File: config.mk
export PLATFORM = sky130hd
export DESIGN_NAME = dram_sequencer
export DESIGN_NICKNAME = d
export VERILOG_FILES = /design/src/rtl/dram_seq_pkg.sv /design/src/rtl/dram_refresh_timer.sv /design/src/rtl/dram_sequencer.sv
export SDC_FILE = /design/constraint.sdc
export NUM_CORES = 1
export LEC_CHECK = 0
export ABC_CLOCK_PERIOD_IN_PS = 1620
export BUFFER_PORTS_ARGS = -buffer_cell sky130_fd_sc_hd__buf_2
export CORE_MARGIN = 5
export CORE_UTILIZATION = 47
export CTS_CLUSTER_DIAMETER = 40
export DETAILED_ROUTE_END_ITERATION = 6
export PLACE_DENSITY_LB_ADDON = 0.15
export SYNTH_ARGS = -nofsm -noshare
export SYNTH_HDL_FRONTEND = slang
export SYNTH_HIERARCHICAL = 1
export SYNTH_SLANG_ARGS = --single-unit
export TNS_END_PERCENT = 20
File: constraint.sdc
create_clock -name CLK -period 1.62 [get_ports CLK]
set_input_delay 0.324 -clock CLK [delete_from_list [all_inputs] [get_ports CLK]]
set_output_delay 0.324 -clock CLK [all_outputs]
set_load 0.02 [all_outputs]
File: src/rtl/dram_seq_pkg.sv
// Shared types and default timing for the MK4116 bank sequencer.
// Address layout is {row[6:0], col[6:0]}.
package dram_seq_pkg;

  localparam int ROW_W                = 7;
  localparam int ADDR_W               = 14;
  localparam int CNT_W                = 8;
  localparam int DATA_W_DEF           = 8;
  localparam int T_CAS_DEF            = 2;
  localparam int T_PRE_DEF            = 2;
  localparam int REFRESH_INTERVAL_DEF = 109;

  typedef enum logic [2:0] {
    IDLE,
    RADDR,
    RAS,
    CADDR,
    CAS,
    LATCH,
    PRE
  } state_t;

  typedef enum logic [1:0] {
    NONE,
    VID,
    REF,
    CPU
  } owner_t;

  function automatic logic [ROW_W-1:0] row_of(input logic [ADDR_W-1:0] addr);
    return addr[ADDR_W-1:ROW_W];
  endfunction

  function automatic logic [ROW_W-1:0] col_of(input logic [ADDR_W-1:0] addr);
    return addr[ROW_W-1:0];
  endfunction

endpackage

File: src/rtl/dram_refresh_timer.sv
// Refresh interval down-counter and 2-bit saturating count of refreshes owed.
// Built only when DRAM_SEQ_REFRESH_EN is defined.
module dram_refresh_timer
  import dram_seq_pkg::*;
#(
  parameter int INTERVAL = REFRESH_INTERVAL_DEF
) (
  input  logic       CLK,
  input  logic       nRESET,
  input  logic       tick_en,
  input  logic       refresh_done,
  output logic [1:0] pending
);

  localparam int TW = (INTERVAL > 1) ? $clog2(INTERVAL) : 1;

  logic [TW-1:0] interval_cnt;
  logic          tick;

  assign tick = tick_en && (interval_cnt == '0);

  always_ff @(posedge CLK or negedge nRESET) begin
    if (!nRESET) begin
      interval_cnt <= TW'(INTERVAL - 1);
    end else if (tick_en) begin
      if (interval_cnt == '0) interval_cnt <= TW'(INTERVAL - 1);
      else                    interval_cnt <= interval_cnt - 1'b1;
    end
  end

  // A tick and a completion on the same clock cancel out.
  always_ff @(posedge CLK or negedge nRESET) begin
    if (!nRESET) begin
      pending <= 2'd0;
    end else begin
      unique case ({tick, refresh_done})
        2'b10:   if (pending != 2'd3) pending <= pending + 2'd1;
        2'b01:   if (pending != 2'd0) pending <= pending - 2'd1;
        default: pending <= pending;
      endcase
    end
  end

endmodule

File: src/rtl/dram_sequencer.sv
// MK4116 bank sequencer: arbitrates video, refresh and CPU, drives RAS/CAS/WE/A.
// Refresh logic is built only when DRAM_SEQ_REFRESH_EN is defined.
//
// state | meaning
// IDLE  | bus idle, arbitration evaluated
// RADDR | row address on A, nRAS high
// RAS   | nRAS low (refresh: T_CAS+3 clks, no CAS)
// CADDR | column on A, nWRITE and Din set up
// CAS   | nCAS low for T_CAS clks
// LATCH | nCAS high, DRAM drives Dout, sampled at end
// PRE   | precharge for T_PRE clks, ack on first clock
module dram_sequencer
  import dram_seq_pkg::*;
#(
  parameter int DATA_W           = DATA_W_DEF,
  parameter int T_CAS            = T_CAS_DEF,
  parameter int T_PRE            = T_PRE_DEF,
  parameter int REFRESH_INTERVAL = REFRESH_INTERVAL_DEF
) (
  input  logic              CLK,
  input  logic              nRESET,
  input  logic              cpu_req,
  input  logic              cpu_we,
  input  logic [ADDR_W-1:0] cpu_addr,
  input  logic [DATA_W-1:0] cpu_wdata,
  output logic              cpu_ack,
  output logic [DATA_W-1:0] cpu_rdata,
  input  logic              vid_req,
  input  logic [ADDR_W-1:0] vid_addr,
  output logic              vid_ack,
  output logic [DATA_W-1:0] vid_rdata,
  output logic [ROW_W-1:0]  A,
  output logic              nRAS,
  output logic              nCAS,
  output logic              nWRITE,
  output logic [DATA_W-1:0] Din,
  input  logic [DATA_W-1:0] Dout
);

  state_t              state_q, state_d;
  owner_t              owner_q, owner_d, grant;
  logic [CNT_W-1:0]    cnt_q, cnt_d;
  logic [ADDR_W-1:0]   addr_q, addr_d, grant_addr;
  logic                we_q, we_d;
  logic [DATA_W-1:0]   wdata_q, wdata_d;
  logic [1:0]          pending;
  logic [ROW_W-1:0]    ref_row;
  logic                go_pre;

  logic [ROW_W-1:0]    a_d;
  logic                nras_d, ncas_d, nwrite_d;
  logic [DATA_W-1:0]   din_d;
  logic                cpu_ack_d, vid_ack_d;
  logic [DATA_W-1:0]   cpu_rdata_d, vid_rdata_d;

`ifdef DRAM_SEQ_REFRESH_EN
  logic             ref_done;
  logic [ROW_W-1:0] row_q;

  assign ref_done = (state_q == RAS) && (owner_q == REF) && (cnt_q == '0);

  dram_refresh_timer #(
    .INTERVAL(REFRESH_INTERVAL)
  ) u_refresh_timer (
    .CLK         (CLK),
    .nRESET      (nRESET),
    .tick_en     (1'b1),
    .refresh_done(ref_done),
    .pending     (pending)
  );

  always_ff @(posedge CLK or negedge nRESET) begin
    if (!nRESET)       row_q <= '0;
    else if (ref_done) row_q <= row_q + 1'b1;
  end

  assign ref_row = row_q;
`else
  assign pending = 2'd0;
  assign ref_row = '0;
`endif

  // Overdue refresh beats video; a single owed refresh only beats the CPU.
  always_comb begin
    grant = NONE;
    if (pending >= 2'd2)      grant = REF;
    else if (vid_req)         grant = VID;
    else if (pending == 2'd1) grant = REF;
    else if (cpu_req)         grant = CPU;
  end

  always_comb begin
    grant_addr = cpu_addr;
    unique case (grant)
      VID:     grant_addr = vid_addr;
      REF:     grant_addr = {ref_row, {ROW_W{1'b0}}};
      default: grant_addr = cpu_addr;
    endcase
  end

  always_ff @(posedge CLK or negedge nRESET) begin
    if (!nRESET) begin
      state_q <= IDLE;
      owner_q <= NONE;
      cnt_q   <= '0;
      addr_q  <= '0;
      we_q    <= 1'b0;
      wdata_q <= '0;
    end else begin
      state_q <= state_d;
      owner_q <= owner_d;
      cnt_q   <= cnt_d;
      addr_q  <= addr_d;
      we_q    <= we_d;
      wdata_q <= wdata_d;
    end
  end

  // Pin values are computed for the state being entered so every strobe is a flop.
  always_comb begin
    state_d     = state_q;
    owner_d     = owner_q;
    cnt_d       = cnt_q;
    addr_d      = addr_q;
    we_d        = we_q;
    wdata_d     = wdata_q;
    a_d         = A;
    nras_d      = nRAS;
    ncas_d      = nCAS;
    nwrite_d    = nWRITE;
    din_d       = Din;
    cpu_ack_d   = 1'b0;
    vid_ack_d   = 1'b0;
    cpu_rdata_d = cpu_rdata;
    vid_rdata_d = vid_rdata;
    go_pre      = 1'b0;

    unique case (state_q)
      IDLE: begin
        if (grant != NONE) begin
          state_d = RADDR;
          owner_d = grant;
          addr_d  = grant_addr;
          we_d    = (grant == CPU) && cpu_we;
          wdata_d = (grant == CPU) ? cpu_wdata : '0;
          a_d     = row_of(grant_addr);
          nras_d  = 1'b1;
        end
      end
      RADDR: begin
        state_d = RAS;
        nras_d  = 1'b0;
        cnt_d   = (owner_q == REF) ? CNT_W'(T_CAS + 2) : '0;
      end
      RAS: begin
        if (cnt_q != '0) begin
          cnt_d = cnt_q - 1'b1;
        end else if (owner_q == REF) begin
          go_pre = 1'b1;
        end else begin
          state_d  = CADDR;
          a_d      = col_of(addr_q);
          nwrite_d = !we_q;
          din_d    = wdata_q;
        end
      end
      CADDR: begin
        state_d = CAS;
        ncas_d  = 1'b0;
        cnt_d   = CNT_W'(T_CAS - 1);
      end
      CAS: begin
        if (cnt_q != '0) begin
          cnt_d = cnt_q - 1'b1;
        end else begin
          state_d = LATCH;
          ncas_d  = 1'b1;
        end
      end
      LATCH: begin
        go_pre = 1'b1;
        if (owner_q == VID) begin
          vid_ack_d   = 1'b1;
          vid_rdata_d = Dout;
        end else if (owner_q == CPU) begin
          cpu_ack_d = 1'b1;
          if (!we_q) cpu_rdata_d = Dout;
        end
      end
      PRE: begin
        if (cnt_q != '0) begin
          cnt_d = cnt_q - 1'b1;
        end else begin
          state_d = IDLE;
          owner_d = NONE;
        end
      end
      default: state_d = IDLE;
    endcase

    if (go_pre) begin
      state_d  = PRE;
      nras_d   = 1'b1;
      ncas_d   = 1'b1;
      nwrite_d = 1'b1;
      a_d      = '0;
      cnt_d    = CNT_W'(T_PRE - 1);
    end
  end

  always_ff @(posedge CLK or negedge nRESET) begin
    if (!nRESET) begin
      A         <= '0;
      nRAS      <= 1'b1;
      nCAS      <= 1'b1;
      nWRITE    <= 1'b1;
      Din       <= '0;
      cpu_ack   <= 1'b0;
      vid_ack   <= 1'b0;
      cpu_rdata <= '0;
      vid_rdata <= '0;
    end else begin
      A         <= a_d;
      nRAS      <= nras_d;
      nCAS      <= ncas_d;
      nWRITE    <= nwrite_d;
      Din       <= din_d;
      cpu_ack   <= cpu_ack_d;
      vid_ack   <= vid_ack_d;
      cpu_rdata <= cpu_rdata_d;
      vid_rdata <= vid_rdata_d;
    end
  end

endmodule

==> results.tsv <==
metric	value	unit
status	finished, violations left	
failing checks	negative setup slack	
Routed Wire Length	6950	um
hpwl dp	5100	um
starting density of the core	48.4	%
Skew-Pair Late Insertion Delay	0.34	ns
non-filler cells in the finished layout	467	
CP required	1.84	ns
GPL Wtd Cong	0.841	
critical path class	flip-flop to flip-flop	
Final #Nets	436	
setup slack, reg-to-reg	-0.20	ns
Yosys top cell area share	50.5	%
die height	90.8	um
Post-Syn Area per Cell	12.1	um^2
FMAX	549	MHz
final hold violations	0	
worst slack at placement	-0.255	ns
Antenna Cells	0	
post-synthesis cell area	3070	um^2
crit path time final	1.82	ns
die span in x	90.8	um
Worst EP arrival	2.04	ns
Worst-Margin Slew	0.627	ns
Max-slew headroom	57.8	%
Setup-failing EPs final	40	
final worst slack	-0.201	ns
PwrDens	1980	nW/um^2
Startpoint Class	flip-flop	
CP Cell Sequence	inv_2, ha_4, or4b_4, nor2_4, buf_6, a211oi_1, a311o_1	
fillcell total	520	
number of CTS-inserted buffers	9	
Area Overhead vs Synth	37.3	%
Root Buffer	clkbuf_8	
Yosys warning total	6	
CP endpoint kind	flip-flop	
Yosys cell types	54	
FFs w/ async S/R, synth	100	%
antenna-violating nets left	0	
drt wl/cell	14.9	um
#FFs+latches synth	65	
cell taking the most area after synthesis	dfrtp_1	
Core Box Area	6350	um^2
first-pass GRT wire length	11800	um
dpl cells	443	
clock slew seen by the registers of the worst setup and hold paths	0.08	ns
Core Rows	29	
leading post-synthesis cells by cell area	dfrtp_1, mux2_2, mux2i_1	
CTS tree	built	
htree depth	3	
max_cap viols	0	
initial antenna violation count	0	
Via density	5.25	
most common cell in the netlist	dfrtp_1	
Clock Skew	0.00857	ns
vias in the first global route	2467	
Post-synth top flop	dfrtp_1	
Slew Limit Fails	0	
synth cell count leaders	dfrtp_1, mux2_2, nand2_1, mux2i_1, o21ai_0	
period utilization	112	%
Post-Syn Nets	305	
PortBufs	84	
HP Class	input port to flip-flop	
P_leak	2.08	nW
Peak supply drop	0.00123	V
Post-synth EDFFs	0	
die area	8250	um^2
RSZ-0062 raised after global routing	yes	
gr usage total	17.4	%
Critical Path Slowest Stage Cell	or4b_4	
via count	2451	
DRT iter0 DRCs	83	
slowest stage delay, CP	0.48	ns
I/O pin total	85	
pin count of the biggest net entering global routing	66	
clock tree buffer depth	2	
First-pass DRT Iterations	4	
gate count of the mapped netlist	254	
Clock Sink Count	65	
GRT Residual Overflow	0	
share of cells above drive strength 1	51.8	%
total chip power	8.34	mW
DRC Markers	0	
CP max FO	6	
register area share after synthesis	53.1	%
## metrics by stage
step	cell area (um^2)	util (%)	hold slack, ns	TNS, ns
after floorplan	3080	-	0.0284	-1.34
after global placement	3850	60.6	0.361	-4.73
after detailed placement	3850	60.6	0.366	-5.46
after CTS	4110	64.7	0.184	-3.93
after global routing	4220	66.4	0.179	-7.86
final	4220	66.4	0.195	-3.89
## critical path, delay by kind of cell, from the launching register on
family / cells / cell delay [ns]
DFF: 1 / 0.39
adders and majority gates: 1 / 0.14
buffers and inverters: 2 / 0.21
AOI/OAI and AO/OA: 2 / 0.33
and+or+nand+nor: 2 / 0.63
## state kept, by name (all words and copies together) (netlist names)
signal / cells
state_q: 3
we_q: 1
nRAS: 1
Din: 8
vid_ack: 1
A: 7
cpu_ack: 1
nWRITE: 1
nCAS: 1
addr_q: 7
cpu_rdata: 8
cnt_q: 8
wdata_q: 8
vid_rdata: 8
owner_q: 2
## logic make-up (layout without fill, tap and decap cells)
group	Yosys count	after routing	synth area share (%)
flip-flops	65	65	53.1
adder cells (fa/ha/maj)	2	2	0.815
multiplexers	38	38	13.4
buffers and inverters	18	154	3.30
AO/OA/AOI/OAI	68	68	16.0
AND/OR/NAND/NOR	63	63	13.5
## final timing paths
path | startpoint | to | cells past startpoint
setup reg to reg | cnt_q[1] | state_q[2] | 7
hold / removal | cpu_wdata[4] | wdata_q[4] | 2
min in group asynchronous | nRESET | wdata_q[7] | 3
max in group asynchronous | nRESET | nWRITE | 3
setup / recovery | cnt_q[1] | state_q[2] | 7
hold reg to reg | addr_q[5] | addr_q[5] | 2
## final cells by class
class                      instances  area [um^2]  area share (%)
timing repair buffer             135          833            19.8
clock buffer                      10          138            3.26
inverter                           3         11.3           0.267
multi-input combinational        171         1440            34.2
tap                               77         96.3            2.28
clock inverter                     6         65.1            1.54
sequential                        65         1630            38.7
## where the power goes
part,leakage (nW),internal [mW],switching (mW)
Clock,0.103,0.758,0.659
Sequential,0.827,2.34,0.429
Combinational,1.15,2.02,2.13
## cells in the final DEF, fill, tap and decap left out, drive strengths merged, types with 3 or more instances in the layout
master	n
nand3	6
buf	134
mux2	24
nand2	15
or3	3
dfstp	3
o311ai	3
a22o	9
o21ai	13
inv	5
nor2b	8
a21oi	10
clkbuf	10
mux2i	14
nor2	13
o2bb2ai	8
o31ai	3
dfrtp	62
## per-layer routing
metal	vias to the layer above	wire (um)	global-route usage, %
met5	-	0	0
met4	0	88	5.87
met2	80	3090	25.8
met1	1150	3320	24.4
li1	1210	-	-
met3	11	460	5.00
## timing repair
action                                 CTS  global route
setup buffers                            3             4
hold buffers                             1             0
pin swaps                                6             4
endpoints found under the hold margin   29             0
cloned                                   0             0
setup endpoints to repair               48            63
resized for setup                        8            23
(Power assumes the default switching activity.)
